--- src/rtl/pwm_capture_if.sv ---
// rtl/pwm_capture_if.sv - decoded-duty output bundle of pwm_capture
interface pwm_capture_if;
    logic [7:0]  duty;
    logic        dutyValid;
    logic        periodErr;
    logic [11:0] highTicks;

    modport master (output duty, output dutyValid, output periodErr, output highTicks);
    modport slave  (input  duty, input  dutyValid, input  periodErr, input  highTicks);
endinterface

--- src/rtl/pwm_capture.sv ---
// rtl/pwm_capture.sv - PWM duty decoder with period check and constant-level timeout
// Optional glitch filter on the synchronized input: PWM_CAPTURE_FILTER_EN
module pwm_capture #(
    parameter int PRESCALE      = 50,
    parameter int PERIOD_TICKS  = 1024,
    parameter int TOL_TICKS     = 8,
    parameter int TIMEOUT_TICKS = 2048
) (
    input  logic             CLK,
    input  logic             RST_N,
    input  logic             pwmIn,
    pwm_capture_if.master    cap
);
    localparam int PW = (PRESCALE > 1) ? $clog2(PRESCALE) : 1;
    localparam logic [PW-1:0]       PRE_LAST = PW'(PRESCALE - 1);
    localparam logic signed [12:0]  PER13    = 13'(PERIOD_TICKS);
    localparam logic signed [12:0]  TOL13    = 13'(TOL_TICKS);
    localparam logic [11:0]         TO12     = 12'(TIMEOUT_TICKS);
    localparam logic [11:0]         CNT_MAX  = 12'hFFF;

    typedef enum logic [1:0] {IDLE, MEAS, TIMEOUT} state_t;

    state_t      state;
    logic        sync1, sync2, prev_level, level;
    logic [PW-1:0] pre;
    logic [11:0] hi_cnt, per_cnt, idle_cnt;
    logic [7:0]  duty_r;
    logic        valid_r, perr_r;
    logic [11:0] high_r;

    always_ff @(posedge CLK or negedge RST_N) begin
        if (!RST_N) begin
            sync1 <= 1'b0;
            sync2 <= 1'b0;
        end else begin
            sync1 <= pwmIn;
            sync2 <= sync1;
        end
    end

`ifdef PWM_CAPTURE_FILTER_EN
    // Level follows the synchronizer only after three identical samples in a row.
    logic [1:0] hist;
    logic       filt;
    always_ff @(posedge CLK or negedge RST_N) begin
        if (!RST_N) begin
            hist <= 2'b00;
            filt <= 1'b0;
        end else begin
            hist <= {hist[0], sync2};
            if (sync2 == hist[0] && sync2 == hist[1])
                filt <= sync2;
        end
    end
    assign level = filt;
`else
    assign level = sync2;
`endif

    always_ff @(posedge CLK or negedge RST_N) begin
        if (!RST_N) begin
            prev_level <= 1'b0;
            pre        <= '0;
        end else begin
            prev_level <= level;
            pre        <= (pre == PRE_LAST) ? '0 : pre + 1'b1;
        end
    end

    logic tick, rise, fall;
    assign tick = (pre == PRE_LAST);
    assign rise = level & ~prev_level;
    assign fall = ~level & prev_level;

    logic signed [12:0] per_diff, per_abs;
    logic [12:0] hi_rnd, hi_shift;
    logic [7:0]  duty_calc;
    logic        per_ok, enter_to;

    assign per_diff  = $signed({1'b0, per_cnt}) - PER13;
    assign per_abs   = per_diff[12] ? -per_diff : per_diff;
    assign per_ok    = (per_abs <= TOL13);
    assign hi_rnd    = {1'b0, hi_cnt} + 13'd2;
    assign hi_shift  = hi_rnd >> 2;
    assign duty_calc = (hi_shift > 13'd255) ? 8'hFF : hi_shift[7:0];
    // Any edge on the threshold cycle pre-empts the timeout.
    assign enter_to  = (state != TIMEOUT) && !rise && !fall && (idle_cnt >= TO12);

    always_ff @(posedge CLK or negedge RST_N) begin
        if (!RST_N) begin
            state    <= IDLE;
            hi_cnt   <= '0;
            per_cnt  <= '0;
            idle_cnt <= '0;
            duty_r   <= '0;
            valid_r  <= 1'b0;
            perr_r   <= 1'b0;
            high_r   <= '0;
        end else begin
            valid_r <= 1'b0;
            if (rise || fall)
                idle_cnt <= '0;
            else if (tick && idle_cnt != CNT_MAX)
                idle_cnt <= idle_cnt + 12'd1;

            if (enter_to) begin
                state   <= TIMEOUT;
                duty_r  <= level ? 8'hFF : 8'h00;
                perr_r  <= 1'b0;
                high_r  <= '0;
                valid_r <= 1'b1;
            end else begin
                case (state)
                    IDLE: begin
                        if (rise) begin
                            state   <= MEAS;
                            hi_cnt  <= '0;
                            per_cnt <= '0;
                        end
                    end
                    MEAS: begin
                        if (rise) begin
                            high_r  <= hi_cnt;
                            valid_r <= 1'b1;
                            if (per_ok) begin
                                duty_r <= duty_calc;
                                perr_r <= 1'b0;
                            end else begin
                                perr_r <= 1'b1;
                            end
                            hi_cnt  <= '0;
                            per_cnt <= '0;
                        end else if (tick) begin
                            if (per_cnt != CNT_MAX)
                                per_cnt <= per_cnt + 12'd1;
                            if (level && hi_cnt != CNT_MAX)
                                hi_cnt <= hi_cnt + 12'd1;
                        end
                    end
                    TIMEOUT: begin
                        if (rise) begin
                            state   <= MEAS;
                            hi_cnt  <= '0;
                            per_cnt <= '0;
                        end else if (fall) begin
                            state <= IDLE;
                        end
                    end
                    default: state <= IDLE;
                endcase
            end
        end
    end

    assign cap.duty      = duty_r;
    assign cap.dutyValid = valid_r;
    assign cap.periodErr = perr_r;
    assign cap.highTicks = high_r;
endmodule

--- src/flat_wrapper.sv ---
// flat-port wrapper written by rule: the top's interface ports become plain ports
module pwm_capture_flat 
#(
    parameter int PRESCALE      = 50,
    parameter int PERIOD_TICKS  = 1024,
    parameter int TOL_TICKS     = 8,
    parameter int TIMEOUT_TICKS = 2048
)
  (CLK, RST_N, pwmIn, cap_duty, cap_dutyValid, cap_periodErr, cap_highTicks);
  pwm_capture_if cap_i ();
  input  logic CLK;
  input  logic RST_N;
  input  logic pwmIn;
  output wire logic [$bits(cap_i.duty)-1:0] cap_duty;
  output wire logic [$bits(cap_i.dutyValid)-1:0] cap_dutyValid;
  output wire logic [$bits(cap_i.periodErr)-1:0] cap_periodErr;
  output wire logic [$bits(cap_i.highTicks)-1:0] cap_highTicks;
  assign cap_duty = cap_i.duty;
  assign cap_dutyValid = cap_i.dutyValid;
  assign cap_periodErr = cap_i.periodErr;
  assign cap_highTicks = cap_i.highTicks;
  pwm_capture #(.PRESCALE(PRESCALE), .PERIOD_TICKS(PERIOD_TICKS), .TOL_TICKS(TOL_TICKS), .TIMEOUT_TICKS(TIMEOUT_TICKS)) u_core (.CLK(CLK), .RST_N(RST_N), .pwmIn(pwmIn), .cap(cap_i));
endmodule
--- config.mk ---
export PLATFORM = sky130hd
export DESIGN_NAME = pwm_capture_flat
export DESIGN_NICKNAME = d
export VERILOG_FILES = /design/src/rtl/pwm_capture_if.sv /design/src/rtl/pwm_capture.sv /design/src/flat_wrapper.sv
export SDC_FILE = /design/constraint.sdc
export NUM_CORES = 1
export LEC_CHECK = 0
export CORE_MARGIN = 10
export CORE_UTILIZATION = 63
export CTS_CLUSTER_DIAMETER = 30
export DETAILED_ROUTE_END_ITERATION = 7
export HOLD_SLACK_MARGIN = 0.08
export PLACE_DENSITY = 0.84
export REMOVE_ABC_BUFFERS = 1
export SLEW_MARGIN = 5
export SYNTH_ARGS = -nofsm -noshare
export SYNTH_HDL_FRONTEND = slang
export SYNTH_SLANG_ARGS = --single-unit
export TNS_END_PERCENT = 20
--- constraint.sdc ---
create_clock -name CLK -period 8.53 [get_ports CLK]
set_input_delay 1.706 -clock CLK [delete_from_list [all_inputs] [get_ports CLK]]
set_output_delay 1.706 -clock CLK [all_outputs]
set_load 0.02 [all_outputs]
==> flow_metrics.tcl, run 1 <==
set metrics [dict create \
    clk_latency_ns 0.34 \
    syn_avg_cell_area_um2 9.23 \
    cts_buffer_depth 2 \
    slowest_stage "a21oi_1" \
    power_frac_comb 0.163 \
    ant_nets 0 \
    yosysTopAreaCellShare 0.440 \
    cts_tree "yes" \
    cpLargestDelayFamily "compound AO/OA/AOI/OAI gates" \
    initial_core_util 0.655 \
    vias_per_cell 6.09 \
    cts-resized-gates 0 \
    cp_max_fo 12 \
    slew_viol_final 0 \
    grt_pass1_vias 3037 \
    crit_start "u_core.level" \
    cts_setup_buffers 0 \
    fin_crit_sh 0.361 \
    drive_gt1_frac 0.0860 \
    clkTransAtPathRegs_ns 0.07 \
    pre_cts_slack_ns 5.54 \
    outcome "completed" \
    antenna_cells 0 \
    drt_first_pass_iters 5 \
    drt_wl_total_mm 8.30 \
    dp_hpwl_mm 5.74 \
    finalWorstSetupSlack_ns 5.45 \
    gp_congestion 0.877 \
    period_minus_slack_ns 3.08 \
    grt_max_degree 70 \
    finClkSkew_ns 0.00962 \
    crit_path_end_kind "flip-flop" \
    cts-root-buf "clkbuf_8" \
    ys_types 59 \
    seqPwrFrac 0.479 \
    core-area_um2 5990 \
    drtIter0Drc 265 \
    p_switching_w 0.000223 \
    syn_inst 425 \
    sw_frac_of_total 0.287 \
    cap_violations 0 \
    path_buf_inv 1 \
    fin_nets 453 \
    timing.rr.start "u_core.level" \
    tightest_slew_ns 1.27 \
    arrival_ns 3.32 \
    die_height_um 98.9 \
    yosys_register_bits 69 \
    worst_ep_required_time_ns 8.77 \
    maxSlewHeadroom 0.145 \
    synth_edf_count 0 \
    worst_path_largest_cell_delay_ns 0.65 \
    final_common_cell "dfrtp_1" \
    syn_to_final_growth_pct 11.5 \
    htreeDepth 3 \
    intPower_w 0.000553 \
    hold_buffers 0 \
    portBuffers 24 \
    path_cells "inv_1 -> ha_1 -> nand2b_1 -> a21oi_1 -> a21oi_1 -> o21ai_0 -> or2_0 -> o31ai_1" \
    tns_ns 0 \
    globalRouteTotalUtil 0.175 \
    grt_pass1_wl_mm 14.5 \
    numCtsBuffers 9 \
    yosysWarningCount 0 \
    vdd.ir_drop.worst_uv 120 \
    nFillCells 411 \
    p_clk_frac 0.358 \
    holdCritPathClass "reg2reg" \
    finalSetupViolCount 0 \
    hold_violations 0 \
    fmax_mhz 324 \
    start_kind "flip-flop" \
    antenna_found_initial 0 \
    ys_async_sr_fraction 1.00 \
    rows 28 \
    ys_seq_area_frac 0.440 \
    final_cell_mix "69 x dfrtp_1, 45 x nor2_1, 43 x nand2_1" \
    cellLeakagePower_nw 1.89 \
    io_pins 25 \
    post_drt_wl_per_cell_um 16.1 \
    num_vias 3147 \
    cts.sinks 69 \
    yosysTopAreaCell "dfrtp_1" \
    rsz0062_at_grt "no" \
    netlist_top_cells_area "dfrtp_1 44%, nor2_1 4.3%, ha_1 4.1%, nand2_1 4.1%, xnor2_1 3.3%" \
    die_w_um 98.9 \
    crit_top_cell "a21oi_1" \
    critPathKind "reg2reg" \
    drc_errors 0 \
    hold_start "u_core.sync1" \
    p_per_area_nw_per_um2 178 \
    dieArea_um2 9790 \
    synthFlopType "dfrtp_1" \
    global_route.overflow_total 0 \
    synth_area_um2 3920 \
]
layer usage:
metal	global-route usage	vias to the layer above	wire [µm]
met3	0.0531	14	581
li1	-	1508	-
met5	0	-	0
met4	0.0595	0	137
met2	0.261	104	3830
met1	0.236	1521	3750
state kept, by name (all words and copies together), names as in the netlist:
name,cells
u_core.cap.periodErr,1
u_core.sync1,1
u_core.hi_cnt,12
u_core.prev_level,1
u_core.idle_cnt,12
u_core.level,1
u_core.pre,6
u_core.cap.dutyValid,1
u_core.per_cnt,12
u_core.cap.duty,8
u_core.state,2
u_core.cap.highTicks,12
cell families after synthesis:
logic type | count (synthesis) | share of synthesized area
simple gates | 166 | 0.210
compound gates | 92 | 0.156
flops | 69 | 0.440
buf+inv | 44 | 0.0459
xor+xnor | 28 | 0.0625
mux | 13 | 0.0440
fa+ha+maj | 13 | 0.0415
synthesized netlist by cell type, drive strengths merged, types with 2 or more instances:
cell and n:
nor2 45, nand3 13, or3 4, a21oi 17
and2 3, xnor2 15, mux2 10, dfrtp 69
o2111ai 6, inv 18, ha 13, and4b 2
o21a 3, nor4 6, o22ai 2, and3 7
o31ai 7, buf 2, o21ai 34, a31oi 4
nand2b 7, or4 3, nor3 11, o211a 2
mux2i 3, or2 5, nand2 43, xor2 13
nand4 8, clkbuf 24, o211ai 4, nor4b 2
nor2b 4
power groups by stage:
stage | Combinational (W) | Clock, W | Sequential, W
3_5_place_dp | 0.000126 | 0 | 0.000378
3_3_place_gp | 0.000123 | 0 | 0.000376
5_1_grt | 0.000143 | 0.000296 | 0.000376
6_report | 0.000126 | 0.000278 | 0.000372
2_1_floorplan | 0.0000832 | 0 | 0.000375
4_1_cts | 0.000127 | 0.000282 | 0.000371
cell type report:
class / instances / area [µm²] / share of cell area
clock inverter: 3 / 42.5 / 0.00973
sequential: 69 / 1730 / 0.395
multi-input combinational: 312 / 2020 / 0.461
clock buffer: 13 / 169 / 0.0386
timing repair buffer: 27 / 258 / 0.0589
inverter: 18 / 67.6 / 0.0154
tap: 75 / 93.8 / 0.0215
per-stage QoR:
stage / area [µm²] / utilization / cells / hold WS [ns] / power [W]
3_5_place_dp: 4160 / 0.695 / 501 / 0.341 / 0.000504
4_1_cts: 4370 / 0.730 / 517 / 0.356 / 0.000780
3_3_place_gp: 4160 / 0.695 / 501 / 0.337 / 0.000499
2_1_floorplan: 3810 / - / 399 / 0.331 / 0.000458
5_1_grt: 4370 / 0.730 / 517 / 0.367 / 0.000814
6_report: 4370 / 0.730 / 517 / 0.356 / 0.000777
final timing paths:
check	endpoint	slack, ns	cells after the start
min in group asynchronous	u_core.idle_cnt[0]	1.56	2
setup / recovery	u_core.per_cnt[3]	5.45	8
max in group asynchronous	u_core.per_cnt[1]	6.43	2
hold / removal	u_core.level	0.36	0
hold reg to reg	u_core.level	0.36	0
setup reg to reg	u_core.per_cnt[3]	5.45	8
No activity file was read; power rests on OpenSTA's default activity.
==> run 2, diff against run 1 <==
Settings changed: CORE_UTILIZATION 63 to 54, PLACE_DENSITY 0.84 to 0.77.
Clock period 8.53 ns to 2.6 ns, I/O delays scaled along.
==> run 2 against run 1 <==
  * The flow now finishes with violations (negative setup slack)
  * Die area is 13% higher
  * Cell count is 9.9% higher
  * Core utilization is 8.5 points lower
  * Sequential share of layout area is 2.2 points lower
  * Flip-flop and latch count stayed put
  * Register-to-register slack worse by 5.5 ns
  * Clock power grew to 3.1 times the previous value
  * Wire length is 1.2% higher
  * Sequential power grew to 3.1 times the previous value
  * Global-route usage is 1.8 points lower
  * Largest power group unchanged
==> flow_metrics.tcl, run 2 (synthesis results as in run 1) <==
set metrics [dict create \
    arrival_ns 2.87 \
    cp.depth 9 \
    final_common_cell "dfrtp_1" \
    finish.instance_area_um2 4630 \
    cellLeakagePower_nw 2.03 \
    cp_max_fo 8 \
    die_w_um 105 \
    slew_viol_final 0 \
    rsz0062_at_grt "yes" \
    grt_max_degree 27 \
    p_switching_w 0.000752 \
    critPathKind "reg2reg" \
    gp_congestion 0.908 \
    path_cells "inv_1 -> ha_2 -> or3b_4 -> o31a_1 -> or3_4 -> a2111oi_4 -> a21oi_4 -> buf_12 -> mux2_4" \
    dieArea_um2 11100 \
    drt_first_pass_iters 4 \
    vias_per_cell 5.67 \
    outcome "finished, violations left" \
    holdCritPathClass "in2async" \
    slowest_stage "a2111oi_4" \
    place_area_um2 4370 \
    die_height_um 105 \
    num_vias 3222 \
    cts_buffer_depth 2 \
    met2_length_mm 3.86 \
    sw_frac_of_total 0.289 \
    syn_to_final_growth_pct 18.0 \
    seqPwrFrac 0.448 \
    worst_ep_required_time_ns 2.83 \
    tns_ns -0.263 \
    wl_met3_um 495 \
    hold_violations 0 \
    globalRouteTotalUtil 0.157 \
    grt_pass1_wl_mm 14.7 \
    intPower_w 0.00185 \
    antenna_found_initial 0 \
    post_drt_wl_per_cell_um 14.8 \
    initial_core_util 0.547 \
    final_cell_mix "69 x dfrtp_1, 45 x nor2_1, 43 x nand2_1" \
    nFillCells 590 \
    maxSlewHeadroom 0.595 \
    violations "negative setup slack" \
    period_minus_slack_ns 2.64 \
    clkTransAtPathRegs_ns 0.07 \
    finClkSkew_ns 0.00537 \
    utilization 0.645 \
    tightest_slew_ns 0.602 \
    drc_errors 0 \
    portBuffers 24 \
    clk_latency_ns 0.34 \
    drt_wl_total_mm 8.40 \
    p_per_area_nw_per_um2 562 \
    numCtsBuffers 9 \
    io_pins 25 \
    start_kind "flip-flop" \
    fin_total_pwr_w 0.00260 \
    rows 31 \
    fin_crit_sh 1.02 \
    grt_pass1_vias 3137 \
    antenna_cells 0 \
    fmax_mhz 379 \
    drtIter0Drc 205 \
    cts.sinks 69 \
    finalWorstSetupSlack_ns -0.0398 \
    cts_tree "yes" \
    drive_gt1_frac 0.147 \
    rr_worst_depth 9 \
    cts-root-buf "clkbuf_8" \
    hold_buffers 0 \
    crit_start "u_core.per_cnt[0]" \
    path_buf_inv 2 \
    cap_violations 0 \
    top_layer "met4" \
    global_route.overflow_total 0 \
    htreeDepth 3 \
    ant_nets 0 \
    met1_length_mm 3.91 \
    core-area_um2 7180 \
    power_frac_comb 0.220 \
    timing.rr.start "u_core.per_cnt[0]" \
    fin_nets 481 \
    finalSetupViolCount 8 \
    p_clk_frac 0.332 \
    vdd.ir_drop.worst_uv 344 \
    crit_path_end_kind "flip-flop" \
    worst_path_largest_cell_delay_ns 0.40 \
    dp_hpwl_mm 6.22 \
    cpLargestDelayFamily "compound AO/OA/AOI/OAI gates" \
]
run 2: cell count changes in the layout (fill, tap and decap cells not counted), sizes merged:
cell,delta
inv,+1
clkinv,+1
buf,+28
clkbuf,-3
run 2: worst reg2reg max path, delay by kind of cell (launching register included):
| family | cells | cell delay, ns |
|---|---|---|
| simple gates | 2 | 0.73 |
| mux | 1 | 0.29 |
| fa+ha+maj | 1 | 0.16 |
| flops | 1 | 0.38 |
| compound gates | 3 | 0.75 |
| buf+inv | 2 | 0.22 |
run 2: final cells by class:
| class | instances | area (µm²) | area share |
|---|---|---|---|
| multi-input cells | 312 | 2030 | 0.438 |
| flip-flops and latches | 69 | 1730 | 0.373 |
| repair buffers | 55 | 484 | 0.105 |
| clock buffers | 10 | 138 | 0.0297 |
| well taps | 99 | 124 | 0.0268 |
| inverters | 18 | 67.6 | 0.0146 |
| clock inverters | 5 | 60.1 | 0.0130 |
run 2: timing repair:
item / in CTS / in global routing
hold endpoints to repair: 0 / 0
gates resized for setup: 4 / 0
pin swaps: 5 / 1
setup buffers: 4 / 0
endpoints found under the setup margin: 8 / 8
run 2: worst paths after layout:
| kind | endpoint | slack [ns] |
|---|---|---|
| min in group CLK | u_core.level | 0.35 |
| max in group asynchronous | u_core.per_cnt[7] | 1.73 |
| setup reg to reg | u_core.cap.duty[4] | -0.04 |
| hold reg to reg | u_core.level | 0.35 |
| setup / recovery | u_core.cap.duty[4] | -0.04 |
| hold / removal | u_core.cap.duty[3] | 0.14 |
run 2: metrics by stage:
step / hold WS (ns) / worst slack [ns] / std cells
floorplan: 0.224 / -0.147 / 399
global placement: 0.333 / -0.00107 / 549
detailed placement: 0.337 / -0.0849 / 549
CTS: 0.145 / 0.00537 / 568
global route: 0.159 / -0.141 / 568
finish: 0.138 / -0.0398 / 568
run 2: power by group through the flow:
| stage | logic (W) | registers, W | clock network, W |
|---|---|---|---|
| after floorplan | 0.000273 | 0.00123 | 0 |
| after global placement | 0.000511 | 0.00118 | 0 |
| after detailed placement | 0.000520 | 0.00118 | 0 |
| after CTS | 0.000574 | 0.00117 | 0.000888 |
| after global routing | 0.000633 | 0.00117 | 0.000929 |
| final | 0.000573 | 0.00117 | 0.000863 |
run 2: layer usage:
layer / global-route usage / vias up
li1: - / 1576
met1: 0.210 / 1537
met2: 0.244 / 95
met3: 0.0329 / 14
met4: 0.0569 / 0
met5: 0 / -
==> run 3, diff against run 2 <==
Settings changed: CORE_UTILIZATION 54 to 57, DONT_BUFFER_PORTS set to 1, PLACE_DENSITY 0.77 to 0.75, SKIP_CTS_REPAIR_TIMING set to 1.
==> run 3 against run 2 <==
  * The flow still finishes with violations (negative setup slack)
  * Via count is 2.9% lower
  * Count of clock-buffer cells in the layout is 1 lower
  * Combinational power is 3.5% lower
  * Clock power is 9.6% higher
  * Worst hold slack better by 0.057 ns
  * Critical path type unchanged
  * Critical endpoint is now u_core.cap.duty[3]
==> flow_metrics.tcl, run 3 (synthesis results as in run 1) <==
set metrics [dict create \
    clk_latency_ns 0.35 \
    nFillCells 512 \
    portBuffers 0 \
    finalWorstSetupSlack_ns -0.0274 \
    antenna_cells 0 \
    cellLeakagePower_nw 1.97 \
    p_switching_w 0.000786 \
    rsz0062_at_grt "yes" \
    vias_per_cell 5.91 \
    htreeDepth 3 \
    drc_errors 0 \
    crit_path_end_kind "flip-flop" \
    syn_to_final_growth_pct 13.8 \
    arrival_ns 2.87 \
    p_clk_frac 0.352 \
    dp_hpwl_mm 5.96 \
    path_cells "inv_1 -> ha_1 -> or3b_4 -> o31a_1 -> or3_4 -> a2111oi_4 -> buf_4 -> a21oi_4 -> mux2_4" \
    cts-root-buf "clkbuf_8" \
    dieArea_um2 10600 \
    outcome "finished, violations left" \
    io_pins 25 \
    cts_buffer_depth 2 \
    maxSlewHeadroom 0.662 \
    drt_first_pass_iters 4 \
    drt_wl_total_mm 8.62 \
    slew_viol_final 0 \
    cp_max_fo 5 \
    numCtsBuffers 9 \
    gp_congestion 0.943 \
    finClkSkew_ns 0.0124 \
    cap_violations 0 \
    rows 30 \
    seqPwrFrac 0.442 \
    violations "negative setup slack" \
    clkTransAtPathRegs_ns 0.07 \
    start_kind "flip-flop" \
    core-area_um2 6760 \
    fin_crit_sh 1.01 \
    met1_length_mm 3.89 \
    p_per_area_nw_per_um2 601 \
    grt_max_degree 70 \
    post_drt_wl_per_cell_um 16.3 \
    global_route.overflow_total 0 \
    fmax_mhz 381 \
    sw_frac_of_total 0.293 \
    holdCritPathClass "in2reg" \
    final_common_cell "dfrtp_1" \
    drive_gt1_frac 0.163 \
    worst_ep_required_time_ns 2.84 \
    wl_met3_um 494 \
    tightest_slew_ns 0.505 \
    utilization 0.661 \
    final_cell_mix "69 x dfrtp_1, 45 x nor2_1, 43 x nand2_1" \
    num_vias 3129 \
    die_height_um 103 \
    cts.sinks 69 \
    pre_cts_slack_ns -0.0407 \
    hold_slack_ns 0.196 \
    top_layer "met4" \
    worst_path_largest_cell_delay_ns 0.40 \
    drtIter0Drc 226 \
    met2_length_mm 4.10 \
    critPathKind "reg2reg" \
    cts_tree "yes" \
    slowest_stage "or3b_4" \
    antenna_found_initial 0 \
    finalSetupViolCount 8 \
    grt_pass1_vias 3107 \
    ant_nets 0 \
    period_minus_slack_ns 2.63 \
    power_frac_comb 0.206 \
    die_w_um 103 \
    vdd.ir_drop.worst_uv 334 \
    grt_pass1_wl_mm 14.5 \
    fin_nets 461 \
    intPower_w 0.00190 \
    hold_violations 0 \
    initial_core_util 0.581 \
    globalRouteTotalUtil 0.170 \
]
[run 3: worst max-delay path, delay by kind of cell (launching register included)]
family | cells | cell delay, ns
compound gates | 3 | 0.67
flops | 1 | 0.38
mux | 1 | 0.32
fa+ha+maj | 1 | 0.15
buf+inv | 2 | 0.25
simple gates | 2 | 0.74
[run 3: final cells by class]
cell class / instances / area (µm²) / area share
clock buffer: 9 / 124 / 0.0277
clock inverter: 6 / 88.8 / 0.0199
inverter: 18 / 67.6 / 0.0151
multi-input combinational: 313 / 2080 / 0.465
sequential: 69 / 1730 / 0.387
tap: 80 / 100 / 0.0224
timing repair buffer: 34 / 282 / 0.0631
[run 3: per-layer routing]
| layer | vias to the layer above | GRT usage |
|---|---|---|
| li1 | 1539 | - |
| met1 | 1498 | 0.217 |
| met2 | 81 | 0.273 |
| met3 | 11 | 0.0362 |
| met4 | 0 | 0.0727 |
| met5 | - | 0 |
[run 3: power by group through the flow]
stage	Combinational (W)	Sequential, W	Clock [W]
after global routing	0.000613	0.00120	0.00100
after detailed placement	0.000477	0.00121	0
after CTS	0.000479	0.00119	0.000959
after global placement	0.000460	0.00121	0
final	0.000553	0.00119	0.000946
after floorplan	0.000273	0.00123	0
[run 3: final timing paths]
kind	start	end	slack, ns	cells past startpoint
setup / recovery	u_core.per_cnt[1]	u_core.cap.duty[3]	-0.03	9
hold / removal	pwmIn	u_core.sync1	0.20	0
setup reg to reg	u_core.per_cnt[1]	u_core.cap.duty[3]	-0.03	9
hold reg to reg	u_core.sync1	u_core.level	0.35	0
max in group asynchronous	RST_N	u_core.idle_cnt[5]	1.59	2
min in group asynchronous	RST_N	u_core.per_cnt[4]	0.70	2
[run 3: metrics by stage]
stage / power, W / cells / setup TNS (ns) / area, µm²
after floorplan: 0.00150 / 399 / -1.18 / 3810
after global placement: 0.00167 / 510 / 0 / 4140
after detailed placement: 0.00168 / 510 / -0.298 / 4140
after CTS: 0.00262 / 525 / -0.335 / 4360
after global routing: 0.00281 / 529 / -0.621 / 4460
final: 0.00268 / 529 / -0.137 / 4460
